--- config.mk ---
export PLATFORM = sky130hd
export DESIGN_NAME = lcd_bus_receiver
export DESIGN_NICKNAME = d
export VERILOG_FILES = /design/src/rtl/lcd_pkg.sv /design/src/rtl/lcd_in_sync.sv /design/src/rtl/lcd_bus_receiver.sv
export SDC_FILE = /design/constraint.sdc
export NUM_CORES = 1
export LEC_CHECK = 0
export CAP_MARGIN = 25
export CORE_MARGIN = 2
export CORE_UTILIZATION = 56
export DETAILED_ROUTE_END_ITERATION = 8
export PLACE_DENSITY = 0.79
export SYNTH_ARGS = -nofsm -noshare
export SYNTH_HDL_FRONTEND = slang
export SYNTH_SLANG_ARGS = --single-unit
--- constraint.sdc ---
create_clock -name Clk -period 3.7 [get_ports Clk]
set_clock_uncertainty 0.1 [all_clocks]
set_input_delay 0.74 -clock Clk [delete_from_list [all_inputs] [get_ports Clk]]
set_output_delay 0.74 -clock Clk [all_outputs]
set_load 0.01 [all_outputs]
--- src/rtl/lcd_pkg.sv ---
// Shared types and constants for the HD44780-style LCD bus receiver.
package lcd_pkg;

  typedef enum logic [1:0] {
    INIT8 = 2'd0,
    HI    = 2'd1,
    LO    = 2'd2
  } lcd_rx_state_t;

  localparam logic [7:0] CMD_CLEAR      = 8'h01;
  localparam logic [7:0] CMD_HOME       = 8'h02;
  localparam logic [7:0] CMD_HOME_MASK  = 8'hFE;
  localparam logic [7:0] CMD_ENTRY_MASK = 8'hFC;
  localparam logic [7:0] CMD_ENTRY      = 8'h04;
  localparam logic [7:0] CMD_SETDD      = 8'h80;

  localparam logic [6:0] ADDR_L1_END   = 7'h27;
  localparam logic [6:0] ADDR_L2_START = 7'h40;
  localparam logic [6:0] ADDR_L2_END   = 7'h67;

  // DDRAM address step on the two-line map; off-map addresses wrap plainly.
  function automatic logic [6:0] lcd_addr_step(input logic [6:0] addr, input logic inc);
    logic [6:0] nxt;
    if (inc) begin
      if (addr == ADDR_L1_END)      nxt = ADDR_L2_START;
      else if (addr == ADDR_L2_END) nxt = 7'h00;
      else                          nxt = addr + 7'd1;
    end else begin
      if (addr == ADDR_L2_START)    nxt = ADDR_L1_END;
      else if (addr == 7'h00)       nxt = ADDR_L2_END;
      else                          nxt = addr - 7'd1;
    end
    return nxt;
  endfunction

endpackage

--- src/rtl/lcd_in_sync.sv ---
// Multi-stage synchroniser for the LCD pins plus an E falling-edge detector.
module lcd_in_sync #(
  parameter int SYNC_STAGES = 2
) (
  input  logic       clk,
  input  logic       rst_n,
  input  logic [3:0] i_data,
  input  logic       i_e,
  input  logic       i_rs,
  input  logic       i_rw,
  output logic       o_fall,
  output logic [3:0] o_data,
  output logic       o_rs,
  output logic       o_rw
);

  // Each stage carries {E, RS, RW, Data[3:0]} so all pins see equal latency.
  logic [6:0] r_sync [SYNC_STAGES];
  logic       r_prev_e;
  logic [6:0] w_last;

  assign w_last = r_sync[SYNC_STAGES-1];

  always_ff @(posedge clk or negedge rst_n) begin
    if (!rst_n) begin
      for (int i = 0; i < SYNC_STAGES; i++) r_sync[i] <= 7'h00;
      r_prev_e <= 1'b0;
    end else begin
      r_sync[0] <= {i_e, i_rs, i_rw, i_data};
      for (int i = 1; i < SYNC_STAGES; i++) r_sync[i] <= r_sync[i-1];
      r_prev_e <= w_last[6];
    end
  end

  assign o_fall = r_prev_e & ~w_last[6];
  assign o_rs   = w_last[5];
  assign o_rw   = w_last[4];
  assign o_data = w_last[3:0];

endmodule

--- src/rtl/lcd_bus_receiver.sv ---
// Listener for the 4-bit LCD bus: rebuilds command/data bytes, tracks the
// DDRAM address and entry mode, and flags protocol errors.
module lcd_bus_receiver
  import lcd_pkg::*;
#(
  parameter int SYNC_STAGES = 2,
  parameter int TIMEOUT_CYC = 50000,
  parameter int TO_W        = 16
) (
  input  logic       Clk,
  input  logic       Rst,
  input  logic [3:0] LCD_Data,
  input  logic       LCD_E,
  input  logic       LCD_RS,
  input  logic       LCD_RW,
  output logic       CmdValid,
  output logic [7:0] CmdByte,
  output logic       DataValid,
  output logic [7:0] DataByte,
  output logic [6:0] DataAddr,
  output logic       ClearPulse,
  output logic       Mode4Bit,
  output logic       ProtoErr
);

  localparam logic [TO_W-1:0] TO_LIMIT = TO_W'(TIMEOUT_CYC);

  logic          w_fall;
  logic [3:0]    w_data;
  logic          w_rs;
  logic          w_rw;
  logic          w_wr_edge;
  logic [7:0]    w_byte;
  logic [6:0]    w_addr_next;

  lcd_rx_state_t r_state;
  logic [3:0]    r_hi;
  logic          r_hi_rs;
  logic [TO_W-1:0] r_to_cnt;
  logic [6:0]    r_addr;
  logic          r_id;

  lcd_in_sync #(.SYNC_STAGES(SYNC_STAGES)) u_sync (
    .clk    (Clk),
    .rst_n  (Rst),
    .i_data (LCD_Data),
    .i_e    (LCD_E),
    .i_rs   (LCD_RS),
    .i_rw   (LCD_RW),
    .o_fall (w_fall),
    .o_data (w_data),
    .o_rs   (w_rs),
    .o_rw   (w_rw)
  );

  assign w_wr_edge   = w_fall & ~w_rw;
  assign w_byte      = {r_hi, w_data};
  assign w_addr_next = lcd_addr_step(r_addr, r_id);

  // CmdValid/DataValid/ClearPulse are one-cycle valid strobes with no ready:
  // the consumer must take CmdByte/DataByte/DataAddr in the strobe cycle.
  always_ff @(posedge Clk or negedge Rst) begin
    if (!Rst) begin
      r_state    <= INIT8;
      r_hi       <= 4'h0;
      r_hi_rs    <= 1'b0;
      r_to_cnt   <= '0;
      r_addr     <= 7'h00;
      r_id       <= 1'b1;
      CmdValid   <= 1'b0;
      CmdByte    <= 8'h00;
      DataValid  <= 1'b0;
      DataByte   <= 8'h00;
      DataAddr   <= 7'h00;
      ClearPulse <= 1'b0;
      Mode4Bit   <= 1'b0;
      ProtoErr   <= 1'b0;
    end else begin
      CmdValid   <= 1'b0;
      DataValid  <= 1'b0;
      ClearPulse <= 1'b0;
      case (r_state)
        INIT8: begin
          if (w_wr_edge) begin
            if (!w_rs && w_data == 4'h2) begin
              CmdValid <= 1'b1;
              CmdByte  <= 8'h20;
              Mode4Bit <= 1'b1;
              r_state  <= HI;
            end else if (!w_rs && w_data == 4'h3) begin
              CmdValid <= 1'b1;
              CmdByte  <= 8'h30;
            end else begin
              ProtoErr <= 1'b1;
            end
          end
        end
        HI: begin
          if (w_wr_edge) begin
            r_hi     <= w_data;
            r_hi_rs  <= w_rs;
            r_to_cnt <= '0;
            r_state  <= LO;
          end
        end
        LO: begin
          if (w_wr_edge) begin
            if (w_rs == r_hi_rs) begin
              r_state <= HI;
              if (!w_rs) begin
                CmdValid <= 1'b1;
                CmdByte  <= w_byte;
                if ((w_byte & CMD_SETDD) != 8'h00) begin
                  r_addr <= w_byte[6:0];
                end else if (w_byte == CMD_CLEAR) begin
                  r_addr     <= 7'h00;
                  r_id       <= 1'b1;
                  ClearPulse <= 1'b1;
                end else if ((w_byte & CMD_HOME_MASK) == CMD_HOME) begin
                  r_addr <= 7'h00;
                end else if ((w_byte & CMD_ENTRY_MASK) == CMD_ENTRY) begin
                  r_id <= w_byte[1];
                end
              end else begin
                DataValid <= 1'b1;
                DataByte  <= w_byte;
                DataAddr  <= r_addr;
                r_addr    <= w_addr_next;
              end
            end else begin
              // RS flipped mid-byte: resynchronise on this nibble as a new high half.
              ProtoErr <= 1'b1;
              r_hi     <= w_data;
              r_hi_rs  <= w_rs;
              r_to_cnt <= '0;
            end
          end else if (r_to_cnt == TO_LIMIT) begin
            ProtoErr <= 1'b1;
            r_state  <= HI;
          end else begin
            r_to_cnt <= r_to_cnt + 1'b1;
          end
        end
        default: r_state <= INIT8;
      endcase
    end
  end

endmodule

Yosys cells after proc, flatten, opt, wreduce, memory -nomap -nowiden
Cells that the tools add are included.
{"block": "totals", "output_inout_bits": 28, "ff_bits": 74, "wordCells": 134, "in_bits": 9}
{"block": "classes", "n_bitwise": 6, "reduce_logical": 18, "mux": 63, "add_sub_neg": 3, "n_eq_ne": 27}
{"op": "$mux 16", "n": 4}
{"op": "$mux 7", "n": 9}
{"op": "$mux 8", "n": 6}
{"op": "$pmux 16 s2", "n": 1}
{"op": "$mux 1", "n": 28}
{"op": "$ne 2x2->1 const B", "n": 10}
{"op": "$add 16x1->16 const B", "n": 1}
{"op": "$eq 16x16->1 const B", "n": 1}
{"op": "$pmux 8 s2", "n": 1}
{"op": "$reduce_and 4->1", "n": 4}
{"op": "$ne 3x3->1 const B", "n": 5}
{"op": "$eq 7x7->1 const B", "n": 2}
{"op": "$mux 2", "n": 6}
{"op": "$mux 4", "n": 3}
{"op": "$reduce_and 6->1", "n": 2}
{"op": "$eq 4x2->1 const B", "n": 2}
{"op": "$eq 8x1->1 const B", "n": 1}
{"op": "$pmux 4 s2", "n": 1}
{"op": "$add 7x1->7 const B", "n": 1}
{"op": "$eq 7x1->1 const B", "n": 1}
{"op": "$eq 7x6->1 const B", "n": 1}
{"op": "$logic_not 7->1", "n": 1}
{"op": "$reduce_and 7->1", "n": 1}
{"op": "$sub 7x1->7 const B", "n": 1}
{"op": "other kinds (15)", "n": 24}

Longest topological paths before layout
{"block": "depth", "word_depth": 7, "mapped_depth": 10, "ltp_nobuf": 7}

Cells and area by module
A second synthesis with hierarchy kept.
{"block": "unflattened", "cells_unflattened": 338, "area_unflattened_um2": 3505.9}
{"mod": "lcd_bus_receiver", "cells_per_inst": 318, "seq_area_each_um2": 1477.7, "area_each_um2": 3086.7, "instances": 1}
{"mod": "lcd_in_sync", "cells_per_inst": 20, "seq_area_each_um2": 375.4, "area_each_um2": 419.2, "instances": 1}

Worst setup path after synthesis
Ideal clock, no wire load.
{"block": "synth_timing", "kind": "register to register", "start": "register u_sync.r_sync, in the netlist u_sync.w_last[5]", "end": "register r_to_cnt[12]", "arrival_time_ps": 2409, "path_buffers": 2, "path_slack_ps": 1114, "setup_time_ps": 78, "period_less_slack_ps": 2586, "stages_incl_launch_ff": 10, "path_cell_list": "dfrtp_1 -> buf_1 -> inv_1 -> ha_1 -> nor4b_1 -> o22ai_4 -> o21ai_2 -> clkbuf_1 -> a21oi_1 -> a21oi_1"}
{"block": "synth_via", "elab_chain_cells": 3}
{"element": "start: declaration", "line": "lcd_in_sync.sv:18", "rtl": "logic [6:0] r_sync [SYNC_STAGES];"}
{"element": "$eq 1x1->1", "line": "lcd_bus_receiver.sv:108", "rtl": "if (w_rs == r_hi_rs) begin"}
{"element": "$ne 3x3->1 (no line)"}
{"element": "$reduce_and 4->1 (no line)"}
{"element": "end signal: assignment", "line": "lcd_bus_receiver.sv:141", "rtl": "r_to_cnt <= r_to_cnt + 1'b1;"}
{"element": "end: declaration", "line": "lcd_bus_receiver.sv:39", "rtl": "logic [TO_W-1:0] r_to_cnt;"}
Every way passes these cells.
A chain may end at the register's enable or synchronous reset.

Final worst setup path
{"block": "layout_timing", "start": "register u_sync.r_sync, in the netlist u_sync.w_last[5]", "end": "register r_to_cnt[8]"}
Same word-level chain as after synthesis.

==> reports/metrics.cfg <==
[sta]
period_share_pct=74.6
finalHoldViolCount=0
setup_viol=0
slew_headroom_pct=44.0
whs_ns=0.254
fin_setup_tns_ns=0
fin_crit_ns=2.76
fmax_mhz=362
fin_ws_ns=0.939
maxSlewViolCount=0
worstMarginPinSlew_ns=0.839
rsz0062_at_grt=no

[cells_and_area]
antennaDiodeCount=0
multiInputGateArea_mm2=0.00149
drive_gt1_share_pct=11.2
fillers=462
syn2layout_area_growth_pct=17.7
final_util_pct=68.3
final_cell_mix=dfrtp_1 (73), nand2_1 (35), clkdlybuf4s50_1 (35), o21ai_1 (18), a21oi_1 (17)
final_common_cell=dfrtp_1
seq_area_mm2=0.00185
finalNetCount=377

[flow_run]
maxCapViolCount=0

[placed_design]
hpwlAfterDp_um=5290
place_congestion=0.876
post-place-ws_ns=0.965
portBuffers=36

[power]
power.density_mw_per_mm2=556
max-vdd-ir-drop_v=0.000427
power_w=0.00226
power.leakage_nw=1.78

[synth]
synth.cell_area_mm2=0.00346
yosys.cell_types.count=59
synth-edff-count=0
syn_inst=329
synth_seq_area_share_pct=53.6
synth-seq-cells=74
synth_area_per_cell_um2=10.5
synth_nets=344
yosysWarnings=0
synthArstFlopShare_pct=100
ys.flop_type=dfrtp_1

[detailed_routing]
drt_iter0_markers=142
wirelength_um=7580
ant_nets=0
wirelength_met1_um=3370
dr.pass1.iters=4
viasPerCell=6.13
met2WireLength_um=3750
vias=2709
post_drt_wl_per_cell_um=17.1
routed.top_layer=met4
wl_met3_um=306
route.detailed.drc=0

[clock_tree]
cts_root_buffer=clkbuf_8
cts_buffer_depth=2
htree_levels=3
cts-resized-gates=0
clkSinkCount=74
cts_tree=yes
cts_made_buffers=9
clk_latency_ns=0.36
post-cts-setup-buffer-count=0
clk_pin_slew_ns=0.08
ctsHoldBuffers=0

[floorplan]
die_y_um=82.6
rows=28
die_w_um=82.6
pin_count=37
dieArea_mm2=0.00682
core-area_mm2=0.00596
initial_core_util_pct=58.1

[global_route]
antenna_found_initial=0
grt_pass1_vias=2558
gr-total-overflow=0
grt_first_pass_wirelength_um=12400
grt_util_all_layers_pct=24.5
grt_max_degree=39

[hold_path]
hold_path_class=reg -> reg

[critical_path]
cp.required_ns=3.82
crit_path_end_kind=register
startpoint_type=register
path_max_fanout=14
worstSetupPathType=reg -> reg
cpPeakStageDelay_ns=0.64
crit_arrival_ns=2.88
path_cells=inv_1 -> ha_1 -> nor4b_1 -> o22ai_4 -> o21ai_2 -> or4_1 -> a21oi_1
cpMaxStageDelayCell=dfrtp_1

[status]
status=finished clean

==> state kept, by name (all words and copies together), names as in the netlist, 2 cells and up <==
register and cells:
u_sync.r_sync 7, u_sync.w_last 7, DataByte 8, r_to_cnt 16, r_hi 4, r_addr 7, CmdByte 8, r_state 2
DataAddr 7
==> layer usage <==
layer | GRT usage (%) | up-vias
met1 | 31.9 | 1348
met4 | 10.3 | 0
li1 | - | 1263
met5 | 0 | -
met2 | 39.7 | 83
met3 | 5.33 | 15
==> through the flow <==
step                cells  cell area [um2]
global route          442             4070
CTS                   442             4070
floorplan             329             3460
detailed placement    426             3860
finish                442             4070
global placement      425             3860
==> layout make-up <==
type	instances	area share, %
clock buffer	10	3.38
clock inverter	6	1.75
timing repair buffer	38	9.35
tap	75	2.31
sequential	74	45.5
inverter	11	1.01
multi-input combinational	228	36.7
==> power breakdown <==
| group | leakage (nW) | internal (W) | switching [W] | total (W) |
|---|---|---|---|---|
| clock | 0.0995 | 0.000335 | 0.000321 | 0.000656 |
| combinational | 0.708 | 0.000258 | 0.000273 | 0.000532 |
| sequential | 0.974 | 0.000911 | 0.000163 | 0.00107 |
==> final timing paths <==
| check | startpoint | depth (start not counted) | end | slack [ns] |
|---|---|---|---|---|
| hold / removal | u_sync.r_sync[9] | 0 | u_sync.w_last[2] | 0.25 |
| setup / recovery | u_sync.w_last[5] | 7 | r_to_cnt[8] | 0.94 |
| setup reg to reg | u_sync.w_last[5] | 7 | r_to_cnt[8] | 0.94 |
| hold reg to reg | u_sync.r_sync[9] | 0 | u_sync.w_last[2] | 0.25 |
| max in group asynchronous | Rst | 2 | r_to_cnt[4] | 2.44 |
| min in group asynchronous | Rst | 1 | r_addr[5] | 0.38 |
==> cell families after synthesis <==
kind of cell	count (synthesis)	synth area share, %
AND/OR/NAND/NOR	116	18.3
AO/OA/AOI/OAI	80	14.8
flip-flops	74	53.6
buffers and inverters	27	3.26
multiplexers	19	6.08
XOR/XNOR	7	1.77
adder cells (fa/ha/maj)	6	2.17
==> worst max-delay path, delay by kind of cell, from the launching register on <==
kind | cells | cell delay (ns)
AO/OA/AOI/OAI | 3 | 0.51
adder cells (fa/ha/maj) | 1 | 0.40
buffers and inverters | 1 | 0.22
flip-flops | 1 | 0.64
AND/OR/NAND/NOR | 2 | 0.75
==> cell usage after synthesis (3+ instances only) <==
cell	instances	area [um2]
a211oi_1	3	22.5
a21o_1	4	30.0
a21oi_1	17	85.1
a31oi_1	7	43.8
and2_1	3	18.8
and3_1	5	31.3
buf_2	3	15.0
clkbuf_1	11	41.3
dfrtp_1	73	1830
ha_1	6	75.1
inv_1	11	41.3
mux2_1	4	45.0
mux2_2	12	135
mux2i_1	3	30.0
nand2_1	35	131
nand2b_1	3	18.8
nand3_1	8	40.0
nand4_1	6	37.5
nor2_1	14	52.6
nor2b_1	8	50.1
nor3_1	6	30.0
nor3b_1	3	22.5
nor4b_1	4	35.0
o211ai_1	3	22.5
o21ai_0	8	40.0
o21ai_1	18	90.1
o31ai_1	4	30.0
or4_1	6	45.0
xor2_1	6	52.6
No activity file was read; power rests on OpenSTA's default activity.
==> patch 1 (same settings) <==
`TO_W`: 16 -> 32.
--- a/src/rtl/lcd_bus_receiver.sv
+++ b/src/rtl/lcd_bus_receiver.sv
@@ -5,7 +5,7 @@
 #(
   parameter int SYNC_STAGES = 2,
   parameter int TIMEOUT_CYC = 50000,
-  parameter int TO_W        = 16
+  parameter int TO_W        = 32
 ) (
   input  logic       Clk,
   input  logic       Rst,
Formal check against the unedited RTL: no difference found for any inputs over 10 cycles, from zero or initial values and one cycle with Rst low; that may be too few to reach the edited logic, so the function may still have changed.
==> patch 1 against the unedited design <==
Critical path depth did not move. Routed wire length rose by 30%. Final area rose by 25%. Synthesized area rose by 28%. Power rose by 3.1%. Core utilization fell by 2.2 points. Setup slack got worse by 0.49 ns. Sequential cell count rose by 16. Largest cell class unchanged. Largest power group unchanged.
==> patch 1: results (changes against the unedited design) <==
Syn Nets 465 (was 344); Avg WL per Cell 16.7 µm (was 17.1 µm); peak supply drop 0.260 mV (was 0.427 mV); Arrival @ worst endpoint 3.43 ns (was 2.88 ns); Synth Instances 450 (was 329); post-route insts no fill 589 (was 442); Synth top cells by count 89 x dfrtp_1, 48 x nand2_1, 36 x nor2_1 (was 73 x dfrtp_1, 35 x nand2_1, 18 x o21ai_1); all-layer global routing usage 24.9% (was 24.5%); status completed (unchanged); crit-path max FO 15 (was 14); area post-placement 4850 µm² (was 3860 µm²); number of global-route vias before repair 3557 (was 2558); biggest regs r_to_cnt (32), CmdByte (8), DataByte (8) (was r_to_cnt (16), CmdByte (8), DataByte (8)); first-pass GRT wire length 17.0 mm (was 12.4 mm); Pwr Total 0.00233 W (was 0.00226 W); sequential area share after synthesis 50.9% (was 53.6%); Cells after DPL 573 (was 426); layout cells sized above 1 10.7% (was 11.2%); Distinct cells, synth 63 (was 59); gpl congestion 0.877 (was 0.876); dpl hpwl 6.85 mm (was 5.29 mm); largest net degree at the start of global routing 43 (was 39); worst-margin pin slew 0.683 ns (was 0.839 ns); slowest CP cell or4b_2 (was dfrtp_1); largest cells by area after synthesis dfrtp_1 50%, nand2_1 4.1%, o21ai_0 4.0% (was dfrtp_1 53%, mux2_2 3.9%, nand2_1 3.8%); DRT iter0 DRCs 374 (was 142); final net count 497 (was 377)
## patch 1: final timing paths
check | cells after the start | slack [ns] | start | to
max | 7 | 0.45 | u_sync.w_last[5] | r_to_cnt[10]
min | 1 | 0.25 | Rst | r_to_cnt[2]
max reg2reg | 7 | 0.45 | u_sync.w_last[5] | r_to_cnt[10]
min reg2reg | 0 | 0.26 | u_sync.r_sync[7] | u_sync.w_last[0]
max in group asynchronous | 2 | 2.45 | Rst | r_id
min in group Clk | 0 | 0.26 | u_sync.r_sync[7] | u_sync.w_last[0]
## patch 1: layout make-up
cell class,count,area [µm²]
Sequential cell,90,2250
Multi-Input combinational cell,326,2020
Clock buffer,9,124
Inverter,14,52.6
Clock inverter,7,106
Fill cell,618,2600
Timing Repair Buffer,41,395
Tap cell,102,128
## patch 1: cells by family (layout without fill, tap and decap cells)
group,after synthesis,count (layout),synth area share [%]
AND/OR/NAND/NOR,199,199,24.2
multiplexers,17,17,4.19
adder cells (fa/ha/maj),6,6,1.70
buffers and inverters,34,71,3.31
flip-flops,90,90,50.9
AO/OA/AOI/OAI,91,91,13.1
XOR/XNOR,13,13,2.57
## patch 1: layer usage
metal | global-route usage [%] | part of all wire, % | vias to the layer above | wire, µm
met5 | 0 | 0 | - | 0
met4 | 11.0 | 2.4 | 0 | 238
met3 | 4.80 | 6.0 | 23 | 592
met2 | 37.1 | 46 | 142 | 4550
met1 | 35.6 | 45 | 1760 | 4470
li1 | - | - | 1706 | -
## patch 1: per-stage QoR
stage          utilization, %  worst slack [ns]
2_1_floorplan               -              1.03
3_3_place_gp             63.1             0.699
3_5_place_dp             63.1             0.564
4_1_cts                  66.1             0.526
5_1_grt                  66.1             0.261
6_report                 66.1             0.446
==> patch 2 (same flow settings) <==
Without the edit above. Re-encode `lcd_rx_state_t` (3 states) as one-hot, 3 bits wide.
--- a/src/rtl/lcd_pkg.sv
+++ b/src/rtl/lcd_pkg.sv
@@ -1,10 +1,10 @@
 // Shared types and constants for the HD44780-style LCD bus receiver.
 package lcd_pkg;
 
-  typedef enum logic [1:0] {
-    INIT8 = 2'd0,
-    HI    = 2'd1,
-    LO    = 2'd2
+  typedef enum logic [2:0] {
+    INIT8 = 3'b001,
+    HI    = 3'b010,
+    LO    = 3'b100
   } lcd_rx_state_t;
 
   localparam logic [7:0] CMD_CLEAR      = 8'h01;
Check against the original RTL: no difference found for any inputs over 10 cycles, from zero or initial values and one cycle with Rst low; not proved beyond that.
==> patch 2 against the unedited design <==
Final area increased by 1.1%. Core utilization decreased by 2.4 points. Critical path depth increased by 1. Cell count increased by 3.2%. Sequential cell count increased by 1. Synthesized area increased by 2.9%. Setup slack got worse by 0.16 ns. Routed wire length decreased by 2.1%. First-iteration DRC count increased by 56%.
Power is not compared: it rests on default switching activity, and its combinational part moved more than twofold at a synthesized area within 25%.
==> patch 2: results (changes against the unedited design) <==
status completed (unchanged); Routed WL 7.42 mm (was 7.58 mm); Hold Violations, Final 0 (unchanged); Cells after DPL 440 (was 426); Avg WL per Cell 16.3 µm (was 17.1 µm); Arrival @ worst endpoint 3.06 ns (was 2.88 ns); Worst R2R Setup Slack 0.78 ns (was 0.94 ns); number of global-route vias before repair 2596 (was 2558); biggest regs r_to_cnt (16), CmdByte (8), DataByte (8) (unchanged); M2 GR Usage 35.1% (was 39.7%); reg-to-reg startpoint u_sync.w_last[5] (unchanged); Syn Nets 361 (was 344); area post-placement 3930 µm² (was 3860 µm²); Fin Hold WS 0.254 ns (about the same); sw frac between 20% and 30%; peak supply drop 0.322 mV; Synth top cells by count 73 x dfrtp_1, 35 x o21ai_0, 25 x nor2_1 (was 73 x dfrtp_1, 35 x nand2_1, 18 x o21ai_1); Metal-1 WL 3.30 mm (was 3.37 mm); largest net degree at the start of global routing 76 (was 39); Met2 Routed Length 3.58 mm (was 3.75 mm); Slew Limit Headroom 39.0% (was 44.0%); layout cells sized above 1 13.2% (was 11.2%); sequential area share after synthesis 52.8% (was 53.6%); hold path endpoint u_sync.w_last[2] (unchanged); Post-Place Setup Slack 0.837 ns (was 0.965 ns); grt met1 use 32.0% (was 31.9%); DRT iter0 DRCs 222 (was 142); gpl congestion 0.858 (was 0.876); met3 GRT Util 5.84% (was 5.33%); uppermost layer routed met4 (unchanged); clock power share around two fifths; Vias 2727 (was 2709); Synth Instances 346 (was 329); fillcell total 487 (was 462); hold crit path type reg2reg (unchanged); WL met3 396 µm (was 306 µm); HP Start u_sync.r_sync[9] (unchanged); first-pass GRT wire length 12.7 mm (was 12.4 mm); all-layer global routing usage 23.0% (was 24.5%); largest cells by area after synthesis dfrtp_1 51%, mux2_2 5.4%, o21ai_0 4.9% (was dfrtp_1 53%, mux2_2 3.9%, nand2_1 3.8%); worst reg2reg endpoint r_to_cnt[5] (was r_to_cnt[8]); final net count 389 (was 377); r2r worst-path depth 8 (was 7); dpl hpwl 4.97 mm (was 5.29 mm); post-CTS setup buffers 0 (unchanged)
patch 2: cell types whose count changed in the layout (fill, tap and decap cells not counted), sizes merged, moves of 5 or more:
cell and change:
a21oi -6, nand3 +7, nor3b +5, or4 -6, o21ai +10, inv +7, nand2 -10, nor2 +11
patch 2: worst max path at each step:
stage	startpoint	to	slack, ns	depth (start not counted)
global placement	u_sync.w_last[5]	r_to_cnt[2]	0.98	8
finish	u_sync.w_last[5]	r_to_cnt[5]	0.78	8
detailed placement	u_sync.w_last[5]	r_to_cnt[4]	0.84	8
global route	u_sync.w_last[5]	r_to_cnt[2]	0.50	8
CTS	u_sync.w_last[5]	r_to_cnt[4]	0.83	8
floorplan	u_sync.w_last[5]	r_to_cnt[2]	1.44	8
patch 2: logic make-up (layout without fill, tap and decap cells):
logic type | after synthesis | in the layout | synth area share, %
AND/OR/NAND/NOR | 121 | 121 | 18.8
AO/OA/AOI/OAI | 75 | 75 | 13.0
flip-flops | 75 | 75 | 52.8
buffers and inverters | 40 | 73 | 4.92
multiplexers | 18 | 18 | 5.66
XOR/XNOR | 11 | 11 | 2.71
adder cells (fa/ha/maj) | 6 | 6 | 2.11
patch 2: layout make-up:
cell class / instances / area (µm²) / area share (%)
flip-flops and latches: 75 / 1880 / 45.7
multi-input cells: 231 / 1510 / 36.6
repair buffers: 39 / 380 / 9.24
clock buffers: 10 / 138 / 3.34
well taps: 77 / 96.3 / 2.34
inverters: 18 / 67.6 / 1.64
clock inverters: 6 / 48.8 / 1.19
patch 2: critical path, stage by stage, from the launching register on:
cell	delay (ns)
dfrtp_1	0.68
inv_1	0.24
ha_1	0.48
nand3b_1	0.13
a211oi_2	0.48
buf_4	0.28
a21oi_2	0.10
o21ai_0	0.20
o21ai_0	0.10
